File: src/rtl/rtc_pkg.sv
// Shared field widths, range limits and the 12-hour display mapping for the
// time-of-day counter.
package rtc_pkg;

    localparam int HOUR_W = 5;
    localparam int MIN_W  = 6;
    localparam int SEC_W  = 6;
    localparam int OUT_W  = 6;

    localparam logic [SEC_W-1:0]  SEC_MAX  = 6'd59;
    localparam logic [MIN_W-1:0]  MIN_MAX  = 6'd59;
    localparam logic [HOUR_W-1:0] HOUR_MAX = 5'd23;

    // Midnight and noon both display as 12; afternoon hours fold down by 12.
    function automatic logic [OUT_W-1:0] to_12h(input logic [HOUR_W-1:0] h24);
        logic [HOUR_W-1:0] h12;
        if (h24 == '0)
            h12 = 5'd12;
        else if (h24 > 5'd12)
            h12 = h24 - 5'd12;
        else
            h12 = h24;
        return OUT_W'(h12);
    endfunction

endpackage

File: src/rtl/rtc_mod_counter.sv
// Modulo-(MAX+1) counter with synchronous load; carry flags the wrap step so
// counters can be chained into a cascade.
module rtc_mod_counter #(
    parameter int          W   = 6,
    parameter logic [W-1:0] MAX = '1
) (
    input  logic         clk,
    input  logic         rst,
    input  logic         en,
    input  logic         load,
    input  logic [W-1:0] load_val,
    output logic [W-1:0] value,
    output logic         carry
);

    logic [W-1:0] r_value;

    assign carry = en && (r_value == MAX);
    assign value = r_value;

    always_ff @(posedge clk) begin
        if (rst)
            r_value <= '0;
        else if (load)
            r_value <= load_val;
        else if (en)
            r_value <= (r_value == MAX) ? '0 : r_value + W'(1);
    end

endmodule

File: src/rtl/rtc_timekeeper.sv
// HH:MM:SS time-of-day counter with prescaler, run/halt, synchronous load,
// 12/24-hour display and a sticky hours:minutes alarm.
module rtc_timekeeper
    import rtc_pkg::*;
#(
    parameter int TICK_DIV = 40_000_000,
    parameter int TICK_W   = $clog2(TICK_DIV)
) (
    input  logic              wb_clk_i,
    input  logic              wb_rst_i,
    input  logic              run_i,
    input  logic              mode12_i,
    input  logic              load_i,
    input  logic [HOUR_W-1:0] set_hours_i,
    input  logic [MIN_W-1:0]  set_minutes_i,
    input  logic [SEC_W-1:0]  set_seconds_i,
    input  logic              alarm_en_i,
    input  logic [HOUR_W-1:0] alarm_hours_i,
    input  logic [MIN_W-1:0]  alarm_minutes_i,
    input  logic              alarm_ack_i,
    output logic [OUT_W-1:0]  hours_o,
    output logic [OUT_W-1:0]  minutes_o,
    output logic [OUT_W-1:0]  seconds_o,
    output logic              pm_o,
    output logic              tick_o,
    output logic              alarm_o
);

    logic [TICK_W-1:0] r_pre;
    logic              r_tick;
    logic              r_alarm;

    logic              w_tick;
    logic              w_tick_eff;
    logic [SEC_W-1:0]  w_sec;
    logic [MIN_W-1:0]  w_min;
    logic [HOUR_W-1:0] w_hour;
    logic              w_sec_carry;
    logic              w_min_carry;
    logic              w_hour_carry;
    logic [SEC_W-1:0]  w_ld_sec;
    logic [MIN_W-1:0]  w_ld_min;
    logic [HOUR_W-1:0] w_ld_hour;
    logic [MIN_W-1:0]  w_min_nxt;
    logic [HOUR_W-1:0] w_hour_nxt;
    logic              w_alarm_set;

    assign w_tick     = run_i && (r_pre == TICK_W'(TICK_DIV - 1));
    // A load in the same cycle swallows the tick entirely.
    assign w_tick_eff = w_tick && !load_i;

    always_ff @(posedge wb_clk_i) begin
        if (wb_rst_i)
            r_pre <= '0;
        else if (load_i || w_tick)
            r_pre <= '0;
        else if (run_i)
            r_pre <= r_pre + TICK_W'(1);
    end

    assign w_ld_sec  = (set_seconds_i > SEC_MAX)  ? '0 : set_seconds_i;
    assign w_ld_min  = (set_minutes_i > MIN_MAX)  ? '0 : set_minutes_i;
    assign w_ld_hour = (set_hours_i   > HOUR_MAX) ? '0 : set_hours_i;

    rtc_mod_counter #(.W(SEC_W), .MAX(SEC_MAX)) u_sec (
        .clk      (wb_clk_i),
        .rst      (wb_rst_i),
        .en       (w_tick_eff),
        .load     (load_i),
        .load_val (w_ld_sec),
        .value    (w_sec),
        .carry    (w_sec_carry)
    );

    rtc_mod_counter #(.W(MIN_W), .MAX(MIN_MAX)) u_min (
        .clk      (wb_clk_i),
        .rst      (wb_rst_i),
        .en       (w_sec_carry),
        .load     (load_i),
        .load_val (w_ld_min),
        .value    (w_min),
        .carry    (w_min_carry)
    );

    rtc_mod_counter #(.W(HOUR_W), .MAX(HOUR_MAX)) u_hour (
        .clk      (wb_clk_i),
        .rst      (wb_rst_i),
        .en       (w_min_carry),
        .load     (load_i),
        .load_val (w_ld_hour),
        .value    (w_hour),
        .carry    (w_hour_carry)
    );

    // Alarm compares against the time the current tick is about to produce;
    // only a seconds wrap can land on hh:mm:00, so it gates the match.
    assign w_min_nxt  = w_min_carry ? '0 : w_min + MIN_W'(1);
    assign w_hour_nxt = w_hour_carry ? '0 :
                        (w_min_carry ? w_hour + HOUR_W'(1) : w_hour);
    assign w_alarm_set = alarm_en_i && w_sec_carry &&
                         (w_min_nxt == alarm_minutes_i) &&
                         (w_hour_nxt == alarm_hours_i);

    always_ff @(posedge wb_clk_i) begin
        if (wb_rst_i) begin
            r_tick  <= 1'b0;
            r_alarm <= 1'b0;
        end else begin
            r_tick <= w_tick_eff;
            if (w_alarm_set)
                r_alarm <= 1'b1;
            else if (alarm_ack_i)
                r_alarm <= 1'b0;
        end
    end

    assign hours_o   = mode12_i ? to_12h(w_hour) : OUT_W'(w_hour);
    assign minutes_o = OUT_W'(w_min);
    assign seconds_o = OUT_W'(w_sec);
    assign pm_o      = (w_hour >= 5'd12);
    assign tick_o    = r_tick;
    assign alarm_o   = r_alarm;

endmodule

File: config.mk
export PLATFORM = sky130hd
export DESIGN_NAME = rtc_timekeeper
export DESIGN_NICKNAME = d
export VERILOG_FILES = /design/src/rtl/rtc_pkg.sv /design/src/rtl/rtc_mod_counter.sv /design/src/rtl/rtc_timekeeper.sv
export SDC_FILE = /design/constraint.sdc
export NUM_CORES = 1
export LEC_CHECK = 0
export BUFFER_PORTS_ARGS = -buffer_cell sky130_fd_sc_hd__buf_2
export CAP_MARGIN = 20
export CORE_UTILIZATION = 50
export DETAILED_ROUTE_END_ITERATION = 6
export PLACE_DENSITY = 0.74
export SYNTH_ARGS = -nofsm -noshare
export SYNTH_HDL_FRONTEND = slang
export SYNTH_SLANG_ARGS = --single-unit
File: constraint.sdc
create_clock -name wb_clk_i -period 4.3 [get_ports wb_clk_i]
set_input_delay 0.645 -clock wb_clk_i [delete_from_list [all_inputs] [get_ports wb_clk_i]]
set_output_delay 0.645 -clock wb_clk_i [all_outputs]
set_load 0.005 [all_outputs]
# [After elaboration in Yosys (flattened, before gate mapping)]
# Cells that the tools add are included.
[totals] reg_bits=45 input_bits=35 out_inout_bits=21
[op_classes] n_addsub=5 magnitude_cmp=5 n_eq_ne=6 mux=20 n_reduce_logical=16
[ops] cell="6-bit 2-to-1 mux" count=9
[ops] cell="5-bit 2-to-1 mux" count=9
[ops] cell="26-bit by 1-bit adder with 26-bit output (second input constant)" count=1
[ops] cell="26-bit equality test (second input constant)" count=1
[ops] cell="6-bit by 1-bit adder with 6-bit output (second input constant)" count=2
[ops] cell="6-bit equality test (second input constant)" count=2
[ops] cell="6-bit greater-than comparator (second input constant)" count=2
[ops] cell="1-bit logical AND" count=8
[ops] cell="2-bit nonzero test" count=4
[ops] cell="6-bit equality test" count=1
[ops] cell="5-bit by 1-bit adder with 5-bit output (second input constant)" count=1
[ops] cell="5-bit equality test" count=1
[ops] cell="5-bit equality test (second input constant)" count=1
[ops] cell="5-bit by 4-bit greater-or-equal comparator with 1-bit output (second input constant)" count=1
[ops] cell="5-bit by 4-bit greater-than comparator with 1-bit output (second input constant)" count=1
[ops] cell="5-bit greater-than comparator (second input constant)" count=1
[ops] cell="5-bit zero test" count=1
[ops] cell="5-bit by 4-bit subtractor with 5-bit output (second input constant)" count=1
[ops] cell="1-bit 2-to-1 mux" count=2
[ops] cell="2-bit OR reduction" count=1
[ops] cell="1-bit zero test" count=1
[ops] cell="1-bit logical OR" count=1

# [Longest topological paths before layout]
# Gate-level depths: netlist of run 1.
[logic_depth] depth_word=10 depth_mapped=11 depth_no_buf=10

# [Hierarchy]
# From an unflattened synthesis of run 1, not the netlist that was laid out.
[unflattened] cells_unflattened=379 hier_area_um2=3060.4
[by_module_without_submodules] module="rtc_timekeeper" n_inst=1 cells_each=253 area_each_um2=2010.7 seq_area_each_um2=560.5
[by_module_without_submodules] module="rtc_mod_counter (u_min ...)" n_inst=2 cells_each=46 area_each_um2=385.4 seq_area_each_um2=120.1
[by_module_without_submodules] module="rtc_mod_counter (u_hour)" n_inst=1 cells_each=34 area_each_um2=279.0 seq_area_each_um2=100.1

# [Worst setup path before layout of run 1]
# Ideal clock, no wire load.
[synth_path] path_type="input port to flip-flop" startpoint="input run_i" endpoint="register r_alarm, in the netlist alarm_o" arrival_ps=2308 path_slack_ps=1933 cell_stages=9 n_path_buf=1 path_cell_list="and4_1 > buf_6 > nand2_4 > nor3_4 > nor3b_4 > a31oi_1 > a221o_1 > nor4_2 > a22o_1"
[synth_via] elab_chain_cells=9 word_cells_on_any_way=15
[synth_lines] element="start: declaration" line="rtc_timekeeper.sv:11" source="input logic run_i,"
[synth_lines] element="1-bit logical AND (*)" line="rtc_timekeeper.sv:48" source="assign w_tick = run_i && (r_pre == TICK_W'(TICK_DIV - 1));"
[synth_lines] element="1-bit logical AND (*)" line="rtc_timekeeper.sv:50" source="assign w_tick_eff = w_tick && !load_i;"
[synth_lines] element="1-bit logical AND (*)" line="rtc_mod_counter.sv:18" source="assign carry = en && (r_value == MAX);"
[synth_lines] element="1-bit logical AND" line="rtc_mod_counter.sv:18"
[synth_lines] element="5-bit 2-to-1 mux, or another cell as far along" line="rtc_timekeeper.sv:99" source="(w_min_carry ? w_hour + HOUR_W'(1) : w_hour);"
[synth_lines] element="5-bit 2-to-1 mux or 6-bit equality test (tied branches)" line="rtc_timekeeper.sv:98, rtc_timekeeper.sv:101"
[synth_lines] element="5-bit equality test or 1-bit logical AND (tied branches)" line="rtc_timekeeper.sv:102, rtc_timekeeper.sv:100"
[synth_lines] element="1-bit logical AND (*)" line="rtc_timekeeper.sv:101" source="(w_min_nxt == alarm_minutes_i) &&"
[synth_lines] element="1-bit 2-to-1 mux or 2-bit nonzero test (tied branches)"
[synth_lines] element="end signal: assignment" line="rtc_timekeeper.sv:107" source="r_alarm <= 1'b0;"
[synth_lines] element="end signal: assignment" line="rtc_timekeeper.sv:111" source="r_alarm <= 1'b1;"
[synth_lines] element="end signal: assignment" line="rtc_timekeeper.sv:113" source="r_alarm <= 1'b0;"
[synth_lines] element="end: declaration" line="rtc_timekeeper.sv:31" source="logic r_alarm;"
# Every way passes the cells marked *; elsewhere a longest branch is shown, timed or not.
# A chain may end at the register's enable or synchronous reset.

# [Final worst setup path of run 1]
[layout_path] startpoint="register u_min.r_value[0], in the netlist u_min.value[0]" endpoint="register r_alarm, in the netlist alarm_o"
[layout_via] elab_chain_cells=7 word_cells_on_any_way=13
[layout_lines] element="start: declaration" line="rtc_mod_counter.sv:16" source="logic [W-1:0] r_value;"
[layout_lines] element="start signal: assignment" line="rtc_mod_counter.sv:25" source="r_value <= load_val;"
[layout_lines] element="start signal: assignment" line="rtc_mod_counter.sv:27" source="r_value <= (r_value == MAX) ? '0 : r_value + W'(1);"
[layout_lines] element="parallel branches: the longest is 5 deep, another holds 6-bit by 1-bit adder with 6-bit output"
[layout_lines] element="1-bit logical AND (*)" line="rtc_timekeeper.sv:101"
[layout_lines] element="1-bit 2-to-1 mux or 2-bit nonzero test (tied branches)"
# Every way passes the cells marked *.

==> reports/qor.csv, run 1 <==
metric,value,unit
Worst Max-Slew Pin Slew,0.775,ns
IO buf count,54,
Synth top area share,0.320,
CTS tree,yes,
"Distinct cells, synth",59,
CTS Buf Count,5,
hold_buf cts,0,
total gr overflow,0,
largest net degree at the start of global routing,27,
crit path kind,flip-flop to flip-flop,
achievable frequency,0.368,GHz
RSZ-0062 raised after global routing,no,
total track usage,0.235,
Place WS,1.47,ns
placed cells,475,
clock slew at reported path FFs,0.09,ns
# H-tree levels,2,
power per cell area,255,nW/um2
row count,26,
final setup fails,0,
core area,5270,um2
register area share after synthesis,0.320,
Crit. End Element,flip-flop,
crit path cell chain,ha_1 -> and4b_1 -> nand4bb_4 -> nor4_2 -> nor2_1 -> a31oi_1 -> a221o_1 -> nor4_2 -> a22o_1,
biggest cell delay along the critical path,0.59,ns
Post-Syn Area,2810,um2
Synthesis Warnings,0,
vias in the first global route,2524,
CP arrival,2.92,ns
Die Ht,77.0,um
"CP delay by family, top",simple AND/OR/NAND/NOR gates,
setup TNS,0,ns
result of the run,finished clean,
Die X,77.0,um
routed wire length,6680,um
asr flop ratio synth,0,
CP Launch Type,flip-flop,
R2R setup slack,1.58,ns
Syn Inst Count,365,
Clock Tree Buf Depth,2,
Max-Cap Viols,0,
Syn Area/Cell,7.71,um2
drt first pass iters,5,
final net count,455,
Via density,5.75,
crit share post-route,0.632,
"non-filler cells, final",482,
VDD IR max,190,uV
dpl cell area,3110,um2
first-pass GRT wire length,11500,um
Min-Delay Path Class,flip-flop to flip-flop,
top area cells in the synthesized netlist,"dfxtp_1 (32%), nor2_1 (8.7%), a21oi_1 (6.0%)",
die area,5930,um2
"area leader, netlist",dfxtp_1,
max-slew violation count,0,
#FFs+latches synth,45,
Root Driver,clkbuf_8,
clock skew,0.00681,ns
CP max FO,8,
critical path data required time,4.50,ns
cell area after layout,3200,um2
fin util,0.607,
leakage,0.00128,uW
IO Pins,56,
initial antenna violation count,0,
later-pin clock latency in the skew report,0.29,ns
via count,2771,
ANT nets after route,0,
CP most frequent cell,nor4_2,
post-cts gate resize count,0,
Hold Fails Final Rpt,0,
Max transition margin,0.483,
Synthesized Nets,408,
slowest cell on the critical path,nor4_2,
P&R area growth vs syn,13.7,%
post-detailed-route wirelength per cell,13.9,um
placed wire-length estimate,4940,um
initial DRC count,166,
layout cells sized above 1,0.187,
setup bufs post-CTS,0,
"Primary FF master, synth",dfxtp_1,
Initial Utilization,0.534,
PnR worst setup slack,1.58,ns
DRC Markers,0,
clk sinks,45,
Period minus WS final,2.72,ns
Antenna diodes,0,
CP bufs+invs,0,
number of flops mapped to enable cells by yosys,0,
Final Wtd Congestion,0.873,
-- placed cells by master (no fill, tap or decap), drive strengths merged, types with 3 or more instances in the layout --
cell	netlist	routed
nor2	65	65
buf	2	54
dfxtp	45	45
a21oi	34	34
nand2	33	33
xor2	19	19
nand3	17	17
o21ai	13	13
inv	12	12
xnor2	10	10
nor3	10	10
a31oi	9	9
nand4	8	8
ha	8	8
clkbuf	12	6
and3	6	6
or3	6	6
nor4	5	5
a221oi	4	4
and2	3	3
nor2b	3	3
or2	3	3
and4	3	3
-- state kept, by name, indices dropped and copies added (netlist names) --
signal	count
u_sec.value	6
alarm_o	1
r_pre	26
u_hour.value	5
u_min.value	6
tick_o	1
-- area by class of cell --
type | instances | area, um2
Tap cell | 70 | 87.6
Inverter | 12 | 45.0
Sequential cell | 45 | 901
Fill cell | 482 | 2070
Multi-Input combinational cell | 294 | 1800
Clock buffer | 6 | 82.6
Clock inverter | 1 | 7.51
Timing Repair Buffer | 54 | 270
-- kinds of logic (layout without fill, tap and decap cells) --
| family | after synthesis | count (layout) | share of synthesized area |
|---|---|---|---|
| xor+xnor | 29 | 29 | 0.0903 |
| buf+inv | 26 | 73 | 0.0387 |
| mux | 2 | 2 | 0.00711 |
| flops | 45 | 45 | 0.320 |
| simple gates | 177 | 177 | 0.339 |
| fa+ha+maj | 8 | 8 | 0.0356 |
| compound gates | 77 | 77 | 0.168 |
| other cells | 1 | 1 | 0.00133 |
-- metrics by stage --
stage | total power, uW | hold slack [ns]
floorplan | 508 | 0.466
CTS | 823 | 0.487
detailed placement | 553 | 0.467
global placement | 552 | 0.467
global route | 852 | 0.523
finish | 817 | 0.490
-- synthesized netlist by cell type, types with 2 or more instances --
| cell | count |
|---|---|
| nand2_1 | 32 |
| and3_1 | 5 |
| or3_1 | 5 |
| a221oi_1 | 4 |
| a21oi_1 | 34 |
| a41oi_1 | 2 |
| nor4bb_1 | 2 |
| a31oi_1 | 9 |
| nor3_1 | 9 |
| and2_1 | 3 |
| xor2_1 | 19 |
| ha_1 | 8 |
| a22oi_1 | 2 |
| nor2b_1 | 3 |
| nand4_1 | 8 |
| and4bb_2 | 2 |
| mux2i_1 | 2 |
| nor2_1 | 65 |
| o21ai_0 | 13 |
| o22a_1 | 2 |
| inv_1 | 12 |
| nor4_2 | 2 |
| clkbuf_1 | 12 |
| or2_2 | 3 |
| and4_1 | 2 |
| nand3_1 | 16 |
| and4b_1 | 2 |
| dfxtp_1 | 45 |
| xnor2_1 | 10 |
| nor4_1 | 3 |
-- power breakdown --
part           leakage (uW)  switching [uW]  internal, uW  total [uW]
combinational      0.000872            57.1          46.6         104
clock             0.0000433             145           127         273
sequential         0.000365            15.0           425         440
-- worst paths after layout --
path | start | depth (start not counted) | endpoint
max | u_min.value[0] | 9 | alarm_o
min | alarm_o | 1 | alarm_o
max reg2reg | u_min.value[0] | 9 | alarm_o
min reg2reg | alarm_o | 1 | alarm_o
-- routing by layer --
layer	track usage	vias to the layer above	share of wire
met5	0	-	0
met4	0.0547	0	0.0069
met3	0.0464	5	0.058
met2	0.379	85	0.45
met1	0.323	1282	0.48
li1	-	1399	-
(Power assumes the default switching activity.)
==> inputs of run 2 (changes only) <==
PLACE_DENSITY = 0.76   (was 0.74)
clock period = 2.5 ns   (was 4.3 ns; I/O delays follow)
==> reports/qor.csv, run 2 (synthesis results as in run 1) <==
metric,value,unit,change
core area,5270,um2,unchanged
Via density,5.64,,-1.9%
Antenna diodes,0,,unchanged
routed wire length,6720,um,+0.67%
CP arrival,2.62,ns,-0.30 ns
hold slack final,0.323,ns,-0.168 ns
Min-Delay Path Class,input pin to flip-flop,,
setup bufs post-CTS,0,,unchanged
post-cts gate resize count,0,,unchanged
fin util,0.626,,+0.0192
die area,5930,um2,unchanged
IO Pins,56,,unchanged
largest register by flop count,r_pre,,
Period minus WS final,2.37,ns,-0.353 ns
drt first pass iters,4,,-1
setup TNS,0,ns,unchanged
grt met3 use,0.0476,,+0.00119
CP Launch Type,flip-flop,,
total power,1510,uW,+85%
clk sinks,45,,unchanged
DRC Markers,0,,unchanged
critical path data required time,2.75,ns,-1.75 ns
Die Ht,77.0,um,unchanged
power per cell area,458,nW/um2,+79%
first-pass GRT wire length,11600,um,+1.1%
ANT nets after route,0,,unchanged
Max-Cap Viols,0,,unchanged
achievable frequency,0.423,GHz,+15%
later-pin clock latency in the skew report,0.30,ns,about the same
Root Driver,clkbuf_8,,
post-detailed-route wirelength per cell,13.6,um,-1.6%
result of the run,finished clean,,
VDD IR max,308,uV,+63%
crit path cell chain,ha_1 -> and4_2 -> nand2_4 -> nor3_4 -> nor3b_4 -> a31oi_1 -> a221o_1 -> nor4_2 -> a22o_1,,
number of flip-flops under the largest register name,26,,unchanged
vias in the first global route,2598,,+2.9%
CTS Buf Count,5,,unchanged
row count,26,,unchanged
"commonest non-fill, non-tap cell in the layout",nor2_1,,
Crit. End Element,flip-flop,,
layout cells sized above 1,0.206,,+0.0188
final setup fails,0,,unchanged
initial DRC count,224,,+35%
GRT busiest layer,met2,,
Die X,77.0,um,unchanged
Worst Max-Slew Pin Slew,0.548,ns,-0.226 ns
met1 Use GR,0.294,,-0.0288
Hold Fails Final Rpt,0,,unchanged
# H-tree levels,2,,unchanged
initial antenna violation count,0,,unchanged
Max transition margin,0.630,,+0.146
most frequent cells in the layout,"nor2_1 (65), buf_2 (54), dfxtp_1 (45), a21oi_1 (34), nand2_1 (32)",,
Clock Tree Buf Depth,2,,unchanged
slowest cell on the critical path,dfxtp_1,,
Initial Utilization,0.534,,unchanged
clock slew at reported path FFs,0.08,ns,about the same
P&R area growth vs syn,17.3,%,
placed wire-length estimate,4960,um,+0.45%
met2 Usage GRT,0.422,,+0.0438
"non-filler cells, final",493,,+2.3%
largest net degree at the start of global routing,27,,unchanged
crit path kind,flip-flop to flip-flop,,
via count,2781,,+0.36%
CTS tree,yes,,
placed cells,485,,+2.1%
final net count,465,,+2.2%
R2R setup slack,0.13,ns,-1.45 ns
IO buf count,54,,unchanged
CP max FO,4,,-4
Final Wtd Congestion,0.885,,+1.3%
crit share post-route,0.947,,+0.314
biggest cell delay along the critical path,0.39,ns,-0.20 ns
"CP delay by family, top",simple AND/OR/NAND/NOR gates,,
CP bufs+invs,0,,unchanged
total track usage,0.240,,+0.00481
clock skew,0.00585,ns,-0.000955 ns
max-slew violation count,0,,unchanged
total gr overflow,0,,unchanged
hold_buf cts,0,,unchanged
leakage,0.00135,uW,+5.3%
RSZ-0062 raised after global routing,no,,
run 2: cell count changes in the layout (fill, tap and decap cells not counted), sizes merged:
| cell | before | now |
|---|---|---|
| clkbuf | 6 | 7 |
| clkinvlp | 1 | 0 |
| buf | 54 | 64 |
| bufinv | 0 | 1 |
run 2: final cells by class:
type	count	area, um2
fillers	481	1970
multi-input cells	294	1800
flip-flops and latches	45	901
repair buffers	64	345
well taps	70	87.6
clock buffers	7	86.3
inverters	12	45.0
clock inverters	1	30.0
run 2: path summary, 6_finish.rpt:
path / endpoint / from / depth (start not counted)
worst min-delay path: u_hour.value[1] / set_hours_i[1] / 3
worst max register to register: alarm_o / r_pre[0] / 9
worst max-delay path: alarm_o / r_pre[0] / 9
worst min register to register: alarm_o / alarm_o / 1
run 2: report_power, final:
part           switching, uW  total, uW  leakage, uW  internal, uW
clock                    246        571    0.0000585           326
combinational            101        185     0.000925          83.5
sequential              23.4        755     0.000365           731
total                    370       1510      0.00135          1140
run 2: layer usage:
layer | vias to the layer above | part of all wire
met3 | 8 | 0.047
met1 | 1278 | 0.46
met2 | 80 | 0.48
li1 | 1415 | -
met5 | - | 0
met4 | 0 | 0.011
run 2: tightest hold or removal path, stage by stage:
cell	delay, ns
buf_2	0.08
a31oi_1	0.07
nor2_1	0.07
run 2: per-stage QoR:
step	instance area, um2	setup slack, ns
floorplan	2810	0.193
global placement	3180	0.201
detailed placement	3180	0.138
CTS	3300	0.121
global route	3300	0.00252
finish	3300	0.134
==> inputs of run 3 (changes only) <==
ABC_AREA = 1   (was default)
PLACE_DENSITY = 0.75   (was 0.76)
SETUP_SLACK_MARGIN = 0.5   (was default)
SYNTH_HIERARCHICAL = 1   (was default)
==> reports/qor.csv, run 3 <==
metric,value,unit,change
Die X,83.3,um,+8.1%
achievable frequency,0.393,GHz,-6.9%
total track usage,0.230,,-0.0102
RSZ-0062 raised after global routing,yes,,
placed wire-length estimate,5860,um,+18%
#FFs+latches synth,45,,unchanged
final setup fails,1,,+1
"commonest non-fill, non-tap cell in the layout",nand2_1,,
number of flip-flops under the largest register name,26,,unchanged
DRC Markers,0,,unchanged
top area cells in the synthesized netlist,"dfxtp_1 (27%), nand2_1 (12%), inv_1 (8.1%)",,
Post-Syn Area,3300,um2,+17%
crit path cell chain,nor4_4 -> nand2_1 -> nor2_1 -> nand4_1 -> nor2_4 -> inv_2 -> nor2_4 -> buf_4 -> buf_6 -> buf_4 -> buf_4 -> buf_6 -> nand2_1 -> a21oi_1 -> nand3_1 -> nor2_1 -> nand3_1 -> nor2_1 -> nand3_1 -> a21oi_2,,
CP max FO,3,,-1
Place WS,-0.0455,ns,-0.183 ns
routed wire length,7900,um,+17%
Synthesized Nets,555,,+36%
IO Pins,56,,unchanged
Max transition margin,0.453,,-0.176
result of the run,finished with violations,,
P&R area growth vs syn,29.7,%,
Root Driver,clkbuf_8,,
later-pin clock latency in the skew report,0.30,ns,about the same
Antenna diodes,0,,unchanged
Clock Tree Buf Depth,2,,unchanged
via count,3570,,+28%
# H-tree levels,2,,unchanged
Via density,5.16,,-8.5%
crit share post-route,1.02,,+0.0703
Synth top area share,0.273,,-0.0474
first-pass GRT wire length,13600,um,+17%
die area,6940,um2,+17%
leakage,0.00192,uW,+43%
max-slew violation count,0,,unchanged
most frequent cells in the layout,"nand2_1 (107), inv_1 (67), nor2_1 (59), buf_2 (54), buf_4 (44)",,
drt first pass iters,5,,+1
biggest cell delay along the critical path,0.34,ns,-0.05 ns
"area leader, netlist",dfxtp_1,,
setup TNS,-0.0423,ns,-0.0423 ns
cell area after layout,4290,um2,+30%
Min-Delay Path Class,input pin to flip-flop,,
hold_buf cts,0,,unchanged
M1 WL,3500,um,+12%
placed cells,662,,+36%
register area,927,um2,+2.9%
most frequent cells after synthesis,"nand2_1 (109), inv_1 (71), nor2_1 (63)",,
power per cell area,347,nW/um2,-24%
VDD IR max,295,uV,-4.4%
Final Wtd Congestion,0.872,,-1.5%
layout cells sized above 1,0.324,,+0.118
DR WL met2,3980,um,+24%
fill count,555,,+15%
Syn Area/Cell,6.46,um2,-16%
number of flops mapped to enable cells by yosys,0,,unchanged
top-count cell post-synth,nand2_1,,
clock slew at reported path FFs,0.08,ns,about the same
R2R setup slack,-0.04,ns,-0.18 ns
post-detailed-route wirelength per cell,11.4,um,-16%
vias in the first global route,3271,,+26%
Synthesis Warnings,6,,+6
clock skew,0.00377,ns,-0.00208 ns
multi-input logic area,2190,um2,+21%
dpl cell area,3860,um2,+21%
CTS tree,yes,,
Syn Inst Count,511,,+40%
largest net degree at the start of global routing,27,,unchanged
clk sinks,45,,unchanged
CP arrival,2.78,ns,+0.16 ns
failing checks,setup timing,,
final net count,658,,+42%
Hold Fails Final Rpt,0,,unchanged
ANT nets after route,0,,unchanged
"non-filler cells, final",692,,+40%
row count,29,,+12%
total gr overflow,0,,unchanged
metal3 WL,271,um,-14%
initial antenna violation count,0,,unchanged
CP Launch Type,flip-flop,,
Die Ht,83.3,um,+8.1%
PnR worst setup slack,-0.0423,ns,-0.176 ns
critical path data required time,2.74,ns,about the same
asr flop ratio synth,0,,unchanged
Max-Cap Viols,0,,unchanged
IO buf count,54,,unchanged
highest metal used,met4,,
initial DRC count,119,,-47%
core area,6350,um2,+20%
Worst Max-Slew Pin Slew,0.813,ns,+0.264 ns
Crit. End Element,flip-flop,,
crit path kind,flip-flop to flip-flop,,
largest register by flop count,r_pre,,
slowest cell on the critical path,dfxtp_2,,
register area share after synthesis,0.273,,-0.0474
CTS Buf Count,5,,unchanged
"Distinct cells, synth",40,,-32%
"Primary FF master, synth",dfxtp_1,,
Period minus WS final,2.54,ns,+0.176 ns
Initial Utilization,0.520,,-0.0138
[run 3: changes by cell type after synthesis, moves of 10 or more]
cell / previous run / this run
inv_1: 12 / 71
a22oi_1: 2 / 13
nand4_1: 8 / 20
nand3_1: 16 / 35
inv_2: 0 / 12
clkbuf_1: 12 / 0
a21oi_1: 34 / 23
nand2_1: 32 / 109
o21ai_0: 13 / 3
[run 3: path summary, 6_finish.rpt]
check	from	end	cells after the start
worst max-delay path	r_pre[15]	alarm_o	20
worst min-delay path	alarm_ack_i	alarm_o	4
worst max register to register	r_pre[15]	alarm_o	20
worst min register to register	r_pre[7]	r_pre[7]	2
[run 3: worst max-delay path: cells and delay by family, from the launching register on]
family                 cells  cell delay (ns)
DFF                        1             0.34
and+or+nand+nor           12             1.36
buffers and inverters      6             0.53
AOI/OAI and AO/OA          2             0.23
[run 3: logic make-up (layout without fill, tap and decap cells)]
group                      after synthesis  in the layout  share of synthesized area
buffers and inverters                   91            195                      0.116
adders and majority gates                9              9                     0.0341
AOI/OAI and AO/OA                       57             57                      0.109
other                                    1              1                    0.00114
xor gates and xnor gates                21             21                     0.0557
DFF                                     45             45                      0.273
and+or+nand+nor                        287            287                      0.412
[run 3: routing by layer]
metal / up-vias / global-route usage
met4: 0 / 0.0815
met5: - / 0
met1: 1622 / 0.280
met2: 64 / 0.408
met3: 11 / 0.0358
li1: 1873 / -
[run 3: repair_timing]
| item | in CTS | in global routing |
|---|---|---|
| gates resized for setup | 17 | 24 |
| pin swaps | 5 | 12 |
| setup endpoints to repair | 11 | 45 |
| buffers inserted | 11 | 11 |
[run 3: metrics by stage]
stage / utilization / hold slack (ns) / power, uW
4_1_cts: 0.644 / 0.316 / 1480
5_1_grt: 0.675 / 0.367 / 1570
3_3_place_gp: 0.609 / 0.452 / 1000
3_5_place_dp: 0.609 / 0.464 / 1010
6_report: 0.675 / 0.356 / 1490
2_1_floorplan: - / 0.437 / 921
[run 3: area by class of cell]
class	count	area share
clock buffer	6	0.0193
clock inverter	2	0.00321
inverter	84	0.0739
multi-input combinational	375	0.512
sequential	45	0.216
tap	77	0.0225
timing repair buffer	103	0.153
[run 3: report_power, final]
group	switching (uW)	total [uW]	internal, uW
Clock	253	477	224
Sequential	29.3	761	731
Combinational	140	250	110
